File: config.mk
export PLATFORM = sky130hd
export DESIGN_NAME = roi_frame_sequencer_flat
export DESIGN_NICKNAME = d
export VERILOG_FILES = /design/src/rtl/roi_frame_sequencer_if.sv /design/src/rtl/roi_frame_sequencer.sv /design/src/flat_wrapper.sv
export SDC_FILE = /design/constraint.sdc
export NUM_CORES = 1
export LEC_CHECK = 0
export ABC_AREA = 1
export CAP_MARGIN = 20
export CORE_ASPECT_RATIO = 0.8
export CORE_MARGIN = 4
export CORE_UTILIZATION = 44
export DETAILED_ROUTE_END_ITERATION = 16
export PLACE_DENSITY = 0.79
export SLEW_MARGIN = 20
export SYNTH_ARGS = -nofsm -noshare
export SYNTH_HDL_FRONTEND = slang
export SYNTH_SLANG_ARGS = --single-unit
File: constraint.sdc
create_clock -name clk -period 5.4 [get_ports clk]
set_input_delay 0.54 -clock clk [delete_from_list [all_inputs] [get_ports clk]]
set_output_delay 0.54 -clock clk [all_outputs]
set_load 0.02 [all_outputs]
File: src/rtl/roi_frame_sequencer_if.sv
// Video stream handshake bundle observed by the ROI frame sequencer.
// The sequencer only listens, so its modport takes every signal as an input.
interface roi_frame_sequencer_if;
    logic s_tvalid;
    logic s_tready;
    logic s_tuser;
    logic s_tlast;

    modport master (output s_tvalid, output s_tready, output s_tuser, output s_tlast);
    modport slave  (input  s_tvalid, input  s_tready, input  s_tuser, input  s_tlast);
endinterface

File: src/rtl/roi_frame_sequencer.sv
// Frame sequencer and row-window gate for the AXI4-Stream video path.
// It tracks row and column from the SOF/EOL markers, flags framing errors and counts frames.
module roi_frame_sequencer #(
    parameter int unsigned IMG_WIDTH  = 416,
    parameter int unsigned IMG_HEIGHT = 416,
    parameter int unsigned FCNT_W     = 16,
    localparam int unsigned RW = $clog2(IMG_HEIGHT),
    localparam int unsigned CW = $clog2(IMG_WIDTH)
) (
    input  logic                  clk,
    input  logic                  rst_n,
    roi_frame_sequencer_if.slave  s,
    input  logic                  cfg_en,
    input  logic                  cfg_wr,
    input  logic [RW-1:0]         cfg_row_start,
    input  logic [RW-1:0]         cfg_row_end,
    output logic                  pix_valid,
    output logic                  roi_sof,
    output logic [RW-1:0]         row_idx,
    output logic [CW-1:0]         col_idx,
    output logic                  busy,
    output logic                  frame_done,
    output logic                  err_early_eol,
    output logic                  err_late_eol,
    output logic                  err_sof_mid,
    output logic [FCNT_W-1:0]     frame_cnt
);

    typedef enum logic {StIdle, StActive} state_e;

    localparam logic [RW-1:0] LastRow = RW'(IMG_HEIGHT - 1);
    localparam logic [CW-1:0] LastCol = CW'(IMG_WIDTH - 1);

    state_e            state_q, state_d;
    logic [RW-1:0]     row_q, row_d;
    logic [CW-1:0]     col_q, col_d;
    logic [RW-1:0]     shd_start_q, shd_start_d, shd_end_q, shd_end_d;
    logic [RW-1:0]     win_start_q, win_start_d, win_end_q, win_end_d;
    logic [FCNT_W-1:0] cnt_q, cnt_d;
    logic              done_q, done_d, early_q, early_d, late_q, late_d, mid_q, mid_d;

    logic              hs;
    logic [RW-1:0]     cur_row, cur_start, cur_end;
    logic [CW-1:0]     cur_col;
    logic              frame_ok, in_win;

    assign hs = s.s_tvalid & s.s_tready;

    always_comb begin
        state_d     = state_q;
        row_d       = row_q;
        col_d       = col_q;
        win_start_d = win_start_q;
        win_end_d   = win_end_q;
        cnt_d       = cnt_q;
        done_d      = 1'b0;
        early_d     = 1'b0;
        late_d      = 1'b0;
        mid_d       = 1'b0;
        // The shadow updates at the same edge an SOF latches, so that SOF sees the old value.
        shd_start_d = cfg_wr ? cfg_row_start : shd_start_q;
        shd_end_d   = cfg_wr ? cfg_row_end   : shd_end_q;

        unique case (state_q)
            StIdle: begin
                if (hs && s.s_tuser && cfg_en) begin
                    state_d     = StActive;
                    win_start_d = shd_start_q;
                    win_end_d   = shd_end_q;
                    row_d       = '0;
                    col_d       = CW'(1);
                end
            end
            StActive: begin
                if (hs) begin
                    if (s.s_tuser) begin
                        // Resynchronise: treat as a fresh SOF; any EOL on this beat is ignored.
                        mid_d       = 1'b1;
                        win_start_d = shd_start_q;
                        win_end_d   = shd_end_q;
                        row_d       = '0;
                        col_d       = CW'(1);
                    end else if (s.s_tlast) begin
                        early_d = (col_q < LastCol);
                        if (row_q == LastRow) begin
                            done_d  = 1'b1;
                            cnt_d   = cnt_q + FCNT_W'(1);
                            state_d = StIdle;
                            row_d   = '0;
                            col_d   = '0;
                        end else begin
                            row_d = row_q + RW'(1);
                            col_d = '0;
                        end
                    end else if (col_q == LastCol) begin
                        late_d  = 1'b1;
                        state_d = StIdle;
                        row_d   = '0;
                        col_d   = '0;
                    end else begin
                        col_d = col_q + CW'(1);
                    end
                end
            end
        endcase
    end

    // An IDLE SOF beat is judged at row 0 against the shadow window it is about to latch.
    always_comb begin
        if (state_q == StActive) begin
            cur_row   = row_q;
            cur_col   = col_q;
            cur_start = win_start_q;
            cur_end   = win_end_q;
            frame_ok  = 1'b1;
        end else begin
            cur_row   = '0;
            cur_col   = '0;
            cur_start = shd_start_q;
            cur_end   = shd_end_q;
            frame_ok  = s.s_tuser & cfg_en;
        end
        in_win    = (cur_row >= cur_start) && (cur_row <= cur_end);
        pix_valid = s.s_tvalid & in_win & frame_ok;
        roi_sof   = pix_valid & (cur_row == cur_start) & (cur_col == '0);
    end

    always_ff @(posedge clk or negedge rst_n) begin
        if (!rst_n) begin
            state_q     <= StIdle;
            row_q       <= '0;
            col_q       <= '0;
            shd_start_q <= '0;
            shd_end_q   <= LastRow;
            win_start_q <= '0;
            win_end_q   <= LastRow;
            cnt_q       <= '0;
            done_q      <= 1'b0;
            early_q     <= 1'b0;
            late_q      <= 1'b0;
            mid_q       <= 1'b0;
        end else begin
            state_q     <= state_d;
            row_q       <= row_d;
            col_q       <= col_d;
            shd_start_q <= shd_start_d;
            shd_end_q   <= shd_end_d;
            win_start_q <= win_start_d;
            win_end_q   <= win_end_d;
            cnt_q       <= cnt_d;
            done_q      <= done_d;
            early_q     <= early_d;
            late_q      <= late_d;
            mid_q       <= mid_d;
        end
    end

    assign row_idx       = row_q;
    assign col_idx       = col_q;
    assign busy          = (state_q == StActive);
    assign frame_done    = done_q;
    assign err_early_eol = early_q;
    assign err_late_eol  = late_q;
    assign err_sof_mid   = mid_q;
    assign frame_cnt     = cnt_q;

endmodule

File: src/flat_wrapper.sv
// flat-port wrapper written by rule: the top's interface ports become plain ports
module roi_frame_sequencer_flat 
#(
    parameter int unsigned IMG_WIDTH  = 416,
    parameter int unsigned IMG_HEIGHT = 416,
    parameter int unsigned FCNT_W     = 16,
    localparam int unsigned RW = $clog2(IMG_HEIGHT),
    localparam int unsigned CW = $clog2(IMG_WIDTH)
)
  (clk, rst_n, cfg_en, cfg_wr, cfg_row_start, cfg_row_end, pix_valid, roi_sof, row_idx, col_idx, busy, frame_done, err_early_eol, err_late_eol, err_sof_mid, frame_cnt, s_s_tvalid, s_s_tready, s_s_tuser, s_s_tlast);
  roi_frame_sequencer_if s_i ();
  input  logic clk;
  input  logic rst_n;
  input  logic cfg_en;
  input  logic cfg_wr;
  input  logic [RW-1:0] cfg_row_start;
  input  logic [RW-1:0] cfg_row_end;
  output logic pix_valid;
  output logic roi_sof;
  output logic [RW-1:0] row_idx;
  output logic [CW-1:0] col_idx;
  output logic busy;
  output logic frame_done;
  output logic err_early_eol;
  output logic err_late_eol;
  output logic err_sof_mid;
  output logic [FCNT_W-1:0] frame_cnt;
  input wire logic [$bits(s_i.s_tvalid)-1:0] s_s_tvalid;
  input wire logic [$bits(s_i.s_tready)-1:0] s_s_tready;
  input wire logic [$bits(s_i.s_tuser)-1:0] s_s_tuser;
  input wire logic [$bits(s_i.s_tlast)-1:0] s_s_tlast;
  assign s_i.s_tvalid = s_s_tvalid;
  assign s_i.s_tready = s_s_tready;
  assign s_i.s_tuser = s_s_tuser;
  assign s_i.s_tlast = s_s_tlast;
  roi_frame_sequencer #(.IMG_WIDTH(IMG_WIDTH), .IMG_HEIGHT(IMG_HEIGHT), .FCNT_W(FCNT_W)) u_core (.clk(clk), .rst_n(rst_n), .s(s_i), .cfg_en(cfg_en), .cfg_wr(cfg_wr), .cfg_row_start(cfg_row_start), .cfg_row_end(cfg_row_end), .pix_valid(pix_valid), .roi_sof(roi_sof), .row_idx(row_idx), .col_idx(col_idx), .busy(busy), .frame_done(frame_done), .err_early_eol(err_early_eol), .err_late_eol(err_late_eol), .err_sof_mid(err_sof_mid), .frame_cnt(frame_cnt));
endmodule
# Word level (Yosys, flattened, before mapping)
# Cells that the tools add are included.
[word_totals]
reg_bits = 75
input_bits = 26
out_inout_bits = 41
elab_cells = 91
[op_classes]
add_sub_neg = 3
order_cmp = 3
n_eq_ne = 7
n_mux = 50
n_bitwise = 8
reduce_logical = 8
[ops]
columns = ["op", "count"]
rows = [
  ["9-bit two-way mux", 21],
  ["9-bit one-hot mux with 2 select lines", 4],
  ["1-bit two-way mux", 24],
  ["9-bit by 1-bit adder with 9-bit output (second input constant)", 2],
  ["9-bit == test (second input constant)", 2],
  ["16-bit by 1-bit adder with 16-bit output (second input constant)", 1],
  ["9-bit == test", 1],
  ["9-bit >= comparator", 1],
  ["9-bit <= comparator", 1],
  ["9-bit logical NOT", 1],
  ["9-bit < comparator (second input constant)", 1],
  ["1-bit AND", 6],
  ["3-bit AND reduction", 2],
  ["5-bit AND reduction", 1],
  ["2-bit inequality test (second input constant)", 2],
  ["4-bit inequality test (second input constant)", 1],
  ["1-bit logical AND", 3],
  ["2-bit by 1-bit inequality test with 1-bit output (second input constant)", 1],
  ["1-bit inverter", 2],
  ["1-bit one-hot mux with 2 select lines", 1],
  ["2-bit AND reduction", 1],
]

# Depth between registers and ports, before layout
# Gate-level depths: netlist of the first run.
[logic_depth]
word_depth = 7
mapped_depth = 15
mapped_depth_nobuf = 13

# Worst setup path before layout of the first run
# Ideal clock, no wire load.
[synth_timing]
path_type = "register -> output"
startpoint = "register u_core.state_q, in the netlist u_core.busy"
endpoint = "output roi_sof"
t_arrival_ns = 2.240
required_ns = 4.860
setup_slack_ns = 2.620
path_stages_with_launch = 13
path_buffers = 2
cell_sequence = "dfrtp_1 clkbuf_1 clkbuf_1 nand2_1 inv_1 ha_1 a21oi_1 nor2_1 a211oi_1 nand2_1 nand2_1 nand3_1 nor2_1"
[synth_via]
elab_chain_len = 7
elab_cells_between_ends = 14
classes_between = "2 x order compare; 1 x eq/ne; 5 x mux; 4 x bitwise; 2 x reduce/logical"
[synth_lines]
columns = ["element", "line", "rtl"]
rows = [
  ["start, declared", "roi_frame_sequencer.sv:34", "state_e state_q, state_d;"],
  ["start signal, assigned", "roi_frame_sequencer.sv:130", "state_q <= StIdle;"],
  ["start signal, assigned", "roi_frame_sequencer.sv:143", "state_q <= state_d;"],
  ["9-bit two-way mux", "roi_frame_sequencer.sv:110", "if (state_q == StActive) begin"],
  ["9-bit >= comparator / 9-bit <= comparator (equally long branches)", "roi_frame_sequencer.sv:123", "in_win = (cur_row >= cur_start) && (cur_row <= cur_end);"],
  ["1-bit logical AND", "roi_frame_sequencer.sv:123", ""],
  ["1-bit AND (2 in a row)", "roi_frame_sequencer.sv:124", "pix_valid = s.s_tvalid & in_win & frame_ok;"],
  ["1-bit AND", "roi_frame_sequencer.sv:125", "roi_sof = pix_valid & (cur_row == cur_start) & (cur_col == '0);"],
  ["1-bit AND *", "roi_frame_sequencer.sv:125", ""],
  ["end, declared", "flat_wrapper.sv:19", "output logic roi_sof;"],
]
# Every way passes the cells marked *; elsewhere a longest branch is shown, timed or not.

# Worst setup path after layout of the first run
# Same ends and word-level chain as after synthesis.

==> results.toml, run 1 <==
[routing]
drt_iter0_markers = 212
vias = 3484
drt-vias-per-instance = 5.10
ant_nets = 0
routed_wl_um = 9150
wl_per_cell_um = 13.4
first_pass_iters = 6
drc = 0

[critical_path]
crit_slowest_cell = "dfrtp_1"
endpoint_kind = "primary output"
arrival_ns = 3.48
crit_family = "buffers and inverters"
cp-start-kind = "flop"
crit_fanout = 30
cp_cell_sequence = "inv_1, buf_16, nand2_1, o21ai_0, ha_1, a21oi_1, nor2_1, a211oi_1, nand2_1, nand2_1, nand3_1, nor2_1, clkdlybuf4s50_1"
critPathMaxStageDelay_ns = 0.73
critPathBufInv = 3
criticalPathCategory = "reg2out"
crit_required_ns = 4.86
crit_top_cell = "nand2_1"

[timing]
setup_viol = 0
max_slew_margin_pct = 34.7
rsz0062_at_grt = "no"
finalCritPeriodShare_pct = 74.5
fmax_mhz = 249
fin_crit_ns = 4.02
maxSlewViolCount = 0
hold_viol = 0
fin_ws_ns = 1.38
hold_slack_ns = 0.409
clock_skew_ns = 0.00535
tns_ns = 0
worst_slew_pin_slew_ns = 0.977

[grt]
grt_pass1_wl_um = 15300
grt_use_met2_pct = 28.0
grt_start_max_net_pins = 76
met3_usage_pct = 3.93
grt_usage_pct = 17.8
grtUsageMet1_pct = 24.1
grt.busiest_layer = "met2"
grt_pass1_vias = 3268
gr-total-overflow = 0
antenna_found_initial = 0

[floorplan]
core_area_mm2 = 0.00900
dieArea_mm2 = 0.0108
die_x_um = 115
row_count = 31
chipHeight_um = 93.8
initial_core_util_pct = 45.0
io_pins = 67

[logic_synthesis]
yosysTopAreaCellShare_pct = 37.7
synth_area_leaders = "dfrtp_1, nand2_1, dfstp_2"
syn_inst = 501
synth_edf_count = 0
yosysTopAreaCell = "dfrtp_1"
syn_area_per_cell_um2 = 8.09
synth_cell_types = 37
async_reset_ff_share_pct = 100
ys.flop_type = "dfrtp_1"
synth.net_count = 546
yosysMostFrequentCell = "nand2_1"
ys_warn_count = 0
yosys-top-cells-count = "nand2_1, inv_1, o21ai_0"
synth_seq_cells = 75
yosysSeqAreaShare_pct = 46.8
syn_area_mm2 = 0.00405

[placement]
post-place-ws_ns = 1.56
gp_congestion = 0.905
placed_area_mm2 = 0.00478
place_inst = 666
port_buffers = 66
place_hpwl_um = 6690

[power]
powerDensity_mw_per_mm2 = 297
p_int_mw = 1.07
p_comb_share_pct = 18.5
seq_power_share_pct = 44.3
clkPwrFrac_pct = 37.2
switching_share_pct = 29.6
p_leak_nw = 2.43
switching_power_mw = 0.449
p_total_mw = 1.52
vdd_drop_max_uv = 201

[clock_tree]
clockBufferDepth = 2
htree_levels = 3
insertion_delay_ns = 0.34
cts_sinks = 75
cts_setup_buffers = 0
numCtsBuffers = 9
root_buffer = "clkbuf_16"
clkTransAtPathRegs_ns = 0.06
cts_tree = "yes"
cts_resized = 0
hold_buffers = 0

[hold_path]
holdCritPathClass = "in2async"

[finish]
layout.cells.non_filler = 683
nets = 608
final_layout_size_suffix_gt1_share_pct = 8.80
finalInstanceArea_mm2 = 0.00510
num-fill-cells = 825
postLayoutCoreUtil_pct = 56.7
area_growth_pct = 25.9
diodes = 0

[flow_run]
max_cap_violations = 0

[outcome]
status = "finished clean"
-- logic make-up (layout without fill, tap and decap cells) --
logic type | Yosys count | count (layout) | share of synthesized area, %
xor+xnor | 15 | 15 | 3.24
compound gates | 89 | 89 | 11.6
simple gates | 220 | 220 | 24.6
buf+inv | 83 | 150 | 7.97
fa+ha+maj | 19 | 19 | 5.87
flops | 75 | 75 | 46.8
-- layer usage --
layer / share of wire [%] / wire, um
met2: 46 / 4220
met3: 7.2 / 658
met4: 1.9 / 178
met1: 45 / 4090
met5: 0 / 0
-- power by group through the flow --
stage | clock network [mW] | registers (mW) | logic (mW)
3_3_place_gp | 0 | 0.678 | 0.266
6_report | 0.565 | 0.672 | 0.280
5_1_grt | 0.600 | 0.680 | 0.324
2_1_floorplan | 0 | 0.680 | 0.178
4_1_cts | 0.577 | 0.671 | 0.280
3_5_place_dp | 0 | 0.680 | 0.278
-- registers in the layout, summed over array words and instances (netlist names) --
name                  flops
u_core.row_idx            9
u_core.err_sof_mid        1
u_core.win_end_q          9
u_core.busy               1
u_core.col_idx            9
u_core.err_late_eol       1
u_core.frame_cnt         16
u_core.shd_end_q          9
u_core.frame_done         1
u_core.err_early_eol      1
u_core.shd_start_q        9
u_core.win_start_q        9
-- final timing paths --
kind	endpoint	slack [ns]	depth (start not counted)	startpoint
max	roi_sof	1.38	13	u_core.busy
min	u_core.col_idx[6]	0.41	2	rst_n
max reg2reg	u_core.row_idx[5]	2.76	9	u_core.busy
min reg2reg	u_core.win_start_q[5]	0.48	2	u_core.win_start_q[5]
max in group asynchronous	u_core.row_idx[4]	4.35	2	rst_n
min in group clk	u_core.win_start_q[5]	0.48	2	u_core.win_start_q[5]
-- layout make-up --
type | instances | area [um2] | share of cell area, %
repair buffers | 68 | 691 | 13.5
multi-input cells | 343 | 1840 | 36.1
inverters | 66 | 248 | 4.86
clock buffers | 9 | 225 | 4.41
clock inverters | 7 | 58.8 | 1.15
flip-flops and latches | 75 | 1890 | 37.1
well taps | 115 | 144 | 2.82
-- placed cells by master (no fill, tap or decap), types with 5 or more instances in the layout --
cell type / count
nand2_1: 133
inv_1: 65
clkdlybuf4s50_1: 65
o21ai_0: 62
dfrtp_1: 61
nor2_1: 29
nand3_1: 20
ha_1: 19
dfstp_2: 14
a21oi_1: 13
nor3_1: 9
xor2_1: 9
clkbuf_16: 9
nor4_1: 7
xnor2_1: 6
a31oi_1: 5
-- worst reg2reg max path, cell delays in order, from the launching register on --
cell     delay (ns)
dfrtp_1        0.73
inv_1          0.36
nand2_1        0.15
nand2_1        0.09
inv_2          0.19
nand2_1        0.32
inv_1          0.40
o21ai_0        0.14
o21ai_0        0.10
inv_1          0.05
Note: power is estimated with default switching activity, not from simulation.
==> run 2, diff against run 1 <==
--- a/config.mk
+++ b/config.mk
@@ -11,7 +11,7 @@
 export CORE_MARGIN = 4
 export CORE_UTILIZATION = 44
 export DETAILED_ROUTE_END_ITERATION = 16
-export PLACE_DENSITY = 0.79
+export PLACE_DENSITY = 0.82
 export SLEW_MARGIN = 20
 export SYNTH_ARGS = -nofsm -noshare
 export SYNTH_HDL_FRONTEND = slang
==> constraint.sdc (replaced) <==
create_clock -name clk -period 3.5 [get_ports clk]
set_input_delay 0.35 -clock clk [delete_from_list [all_inputs] [get_ports clk]]
set_output_delay 0.35 -clock clk [all_outputs]
set_load 0.02 [all_outputs]
==> results.toml, run 2 (synthesis gave the netlist of run 1 again) <==
[grt]
grt_pass1_vias = 3584
antenna_found_initial = 0
grt_usage_pct = 18.8
grt_pass1_wl_um = 16200
gr-total-overflow = 0
grt_start_max_net_pins = 51

[routing]
first_pass_iters = 5
drt-vias-per-instance = 5.22
ant_nets = 0
vias = 3600
drt_iter0_markers = 227
routed_wl_um = 9610
drc = 0
wl_per_cell_um = 13.9

[critical_path]
arrival_ns = 2.99
rr_worst_depth = 11
criticalPathCategory = "reg2out"
crit_fanout = 18
cp-start-kind = "flop"
crit_required_ns = 3.15
endpoint_kind = "primary output"

[timing]
fin_crit_ns = 3.34
finalCritPeriodShare_pct = 95.4
max_slew_margin_pct = 35.5
fmax_mhz = 300
setup_viol = 0
hold_slack_ns = -0.00233
worst_slew_pin_slew_ns = 0.964
tns_ns = 0
clock_skew_ns = 0.00401
maxSlewViolCount = 0
hold_viol = 7

[power]
powerDensity_mw_per_mm2 = 465
p_leak_nw = 2.45
p_total_mw = 2.39
vdd_drop_max_uv = 292

[floorplan]
row_count = 31
dieArea_mm2 = 0.0108
core_area_mm2 = 0.00900
die_x_um = 115
initial_core_util_pct = 45.0
chipHeight_um = 93.8
io_pins = 67

[flow_run]
max_cap_violations = 0

[finish]
diodes = 0
layout.cells.non_filler = 689
final_layout_size_suffix_gt1_share_pct = 9.58
finalInstanceArea_mm2 = 0.00513
area_growth_pct = 26.7
final_cell_mix = "nand2_1, clkdlybuf4s50_1, inv_1, o21ai_0, dfrtp_1"
layout.cells.most_common = "nand2_1"
largest_register_ffs = 16
nets = 614

[clock_tree]
clkTransAtPathRegs_ns = 0.06
htree_levels = 3
cts_tree = "yes"
root_buffer = "clkbuf_16"
numCtsBuffers = 9
cts_sinks = 75
insertion_delay_ns = 0.33
clockBufferDepth = 2
hold_buffers = 0

[placement]
place_inst = 669
placed_area_mm2 = 0.00481
gp_congestion = 0.925
port_buffers = 66
place_hpwl_um = 7180

[outcome]
violations = "negative hold slack"
status = "complete, but fails checks"

[hold_path]
holdCritPathClass = "in2async"
==> run 2: cell types whose count changed in the layout (fill, tap and decap cells not counted) <==
cell	change
clkinvlp_4	+1
inv_1	-1
buf_4	+7
buf_16	-1
clkinv_2	+2
inv_6	-3
clkinv_4	-2
bufinv_16	+1
clkbuf_1	+2
==> run 2: report_power, final <==
group	switching, mW	internal, mW
registers	0.0588	0.980
logic	0.274	0.184
clock network	0.341	0.549
total	0.674	1.71
==> run 2: through the flow <==
| stage | util, % | worst slack (ns) |
|---|---|---|
| 2_1_floorplan | - | 0.910 |
| 3_3_place_gp | 53.4 | 0.607 |
| 3_5_place_dp | 53.4 | 0.501 |
| 4_1_cts | 56.6 | 0.102 |
| 5_1_grt | 57.1 | -0.00188 |
| 6_report | 57.1 | 0.163 |
==> run 2: final timing paths <==
kind,start,endpoint,slack [ns]
setup / recovery,u_core.busy,roi_sof,0.16
hold / removal,rst_n,u_core.col_idx[5],-0.002
setup reg to reg,u_core.busy,u_core.row_idx[5],1.09
hold reg to reg,u_core.win_end_q[5],u_core.win_end_q[5],0.48
max in group asynchronous,rst_n,u_core.win_start_q[8],2.49
min in group clk,u_core.win_end_q[5],u_core.win_end_q[5],0.48
==> run 2: critical path, cell delays in order, from the launching register on <==
cell,delay (ns)
dfrtp_1,0.40
clkinvlp_4,0.17
buf_4,0.22
nand2_1,0.06
o21ai_0,0.10
ha_1,0.31
nand2_1,0.07
inv_1,0.05
nand3_1,0.08
nor4_1,0.27
o21ai_0,0.14
nor2_1,0.15
clkdlybuf4s50_1,0.62
==> run 2: routing by layer <==
layer	share of wire [%]	GRT usage [%]
met5	0	0
met4	2.7	8.11
met3	6.7	4.06
met2	47	31.2
met1	44	23.8
==> run 2: cell type report <==
cell class                 instances  area [um2]
fill                             801        3860
sequential                        75        1890
multi-input combinational        343        1840
timing repair buffer              74         716
inverter                          66         251
clock buffer                      11         233
tap                              115         144
clock inverter                     5        55.1
==> run 2: timing repair <==
item	CTS	global route
buffers inserted	0	4
endpoints found under the setup margin	0	2
gates resized for setup	0	1
==> run 3, diff against run 2 <==
--- a/config.mk
+++ b/config.mk
@@ -9,9 +9,9 @@
 export CAP_MARGIN = 20
 export CORE_ASPECT_RATIO = 0.8
 export CORE_MARGIN = 4
-export CORE_UTILIZATION = 44
+export CORE_UTILIZATION = 48
 export DETAILED_ROUTE_END_ITERATION = 16
-export PLACE_DENSITY = 0.82
+export PLACE_DENSITY = 0.87
 export SLEW_MARGIN = 20
 export SYNTH_ARGS = -nofsm -noshare
 export SYNTH_HDL_FRONTEND = slang
==> results.toml, run 3 (synthesis gave the netlist of run 1 again) <==
[clock_tree]
cts_sinks = 75
clkTransAtPathRegs_ns = 0.08
hold_buffers = 0
insertion_delay_ns = 0.35
root_buffer = "clkbuf_8"
cts_resized = 0
numCtsBuffers = 9
htree_levels = 3
clockBufferDepth = 2
cts_tree = "yes"
cts_setup_buffers = 0

[hold_path]
holdCritPathClass = "in2async"

[timing]
fin_ws_ns = 0.272
setup_viol = 0
tns_ns = 0
worst_slew_pin_slew_ns = 0.931
rsz0062_at_grt = "no"
fin_crit_ns = 3.23
maxSlewViolCount = 0
hold_viol = 0
hold_slack_ns = 0.196
clock_skew_ns = 0.00593
finalCritPeriodShare_pct = 92.2
max_slew_margin_pct = 37.8
fmax_mhz = 310

[grt]
grt_pass1_wl_um = 15100
grt_usage_pct = 18.3
antenna_found_initial = 0
gr-total-overflow = 0
grt_pass1_vias = 3278
grt_start_max_net_pins = 76

[power]
vdd_drop_max_uv = 265
p_comb_share_pct = 20.7
p_leak_nw = 2.40
seq_power_share_pct = 48.1
switching_share_pct = 29.8
p_int_mw = 1.51
powerDensity_mw_per_mm2 = 429
switching_power_mw = 0.641
clkPwrFrac_pct = 31.2

[critical_path]
crit_fanout = 25
criticalPathCategory = "reg2out"
crit_required_ns = 3.15
cp-start-kind = "flop"
endpoint_kind = "primary output"
r2r_slack_ns = 1.23
arrival_ns = 2.88

[floorplan]
core_area_mm2 = 0.00806
initial_core_util_pct = 50.3
chipHeight_um = 90.2
dieArea_mm2 = 0.00998
io_pins = 67
row_count = 29
die_x_um = 111

[placement]
gp_congestion = 0.920
post-place-ws_ns = 0.700
port_buffers = 66
placed_area_mm2 = 0.00480
place_hpwl_um = 6680

[routing]
drt-vias-per-instance = 5.13
vias = 3477
drc = 0
drt_iter0_markers = 169
ant_nets = 0
routed_wl_um = 8920
first_pass_iters = 5
wl_per_cell_um = 13.2

[finish]
largest_register_ffs = 16
finalInstanceArea_mm2 = 0.00501
layout.cells.most_common = "nand2_1"
area_growth_pct = 23.6
num-fill-cells = 690
regArea_mm2 = 0.00189
final_cell_mix = "nand2_1, inv_1, clkdlybuf4s50_1, o21ai_0, dfrtp_1"
final_layout_size_suffix_gt1_share_pct = 9.12
postLayoutCoreUtil_pct = 62.1
multi_input_area_mm2 = 0.00184
diodes = 0
nets = 610

[outcome]
status = "finished clean"

[flow_run]
max_cap_violations = 0
[run 3: through the flow]
stage                     total power, mW  cells
final                                2.15    678
after CTS                            2.16    678
after global placement               1.46    662
after floorplan                      1.33    501
after detailed placement             1.49    662
after global routing                 2.28    678
[run 3: routing by layer]
metal  track usage [%]  share of wire, %
met5                 0                 0
met4              6.05               1.6
met3              5.30               5.9
met2              29.8                47
met1              23.5                45
[run 3: power by group through the flow]
stage          sequential, mW  combinational, mW  clock (mW)
2_1_floorplan            1.05              0.275           0
3_3_place_gp             1.04              0.415           0
3_5_place_dp             1.05              0.440           0
4_1_cts                  1.03              0.445       0.687
5_1_grt                  1.04              0.505       0.732
6_report                 1.03              0.444       0.670
[run 3: final timing paths]
path	startpoint	end	cells past startpoint
worst max-delay path	u_core.busy	roi_sof	13
worst min-delay path	rst_n	u_core.col_idx[5]	2
worst max register to register	u_core.col_idx[0]	u_core.row_idx[5]	10
worst min register to register	u_core.win_end_q[7]	u_core.win_end_q[7]	2
max in group asynchronous	rst_n	u_core.frame_cnt[13]	2
min in group clk	u_core.win_end_q[7]	u_core.win_end_q[7]	2
[run 3: critical path, cell delays in order, from the launching register on]
cell             delay, ns
dfrtp_1               0.38
inv_1                 0.07
buf_4                 0.24
nand2_1               0.08
o21ai_0               0.09
ha_1                  0.27
a21oi_1               0.15
nor2_1                0.05
a211oi_1              0.19
nand2_1               0.08
nand2_1               0.06
nand3_1               0.10
nor2_1                0.14
clkdlybuf4s50_1       0.62
[run 3: final cells by class]
class                           count  share of cell area, %
Clock inverter                      6                   1.27
Multi-Input combinational cell    343                   36.8
Inverter                           66                   4.95
Clock buffer                       10                   2.75
Sequential cell                    75                   37.8
Tap cell                          108                   2.70
Timing Repair Buffer               70                   13.7
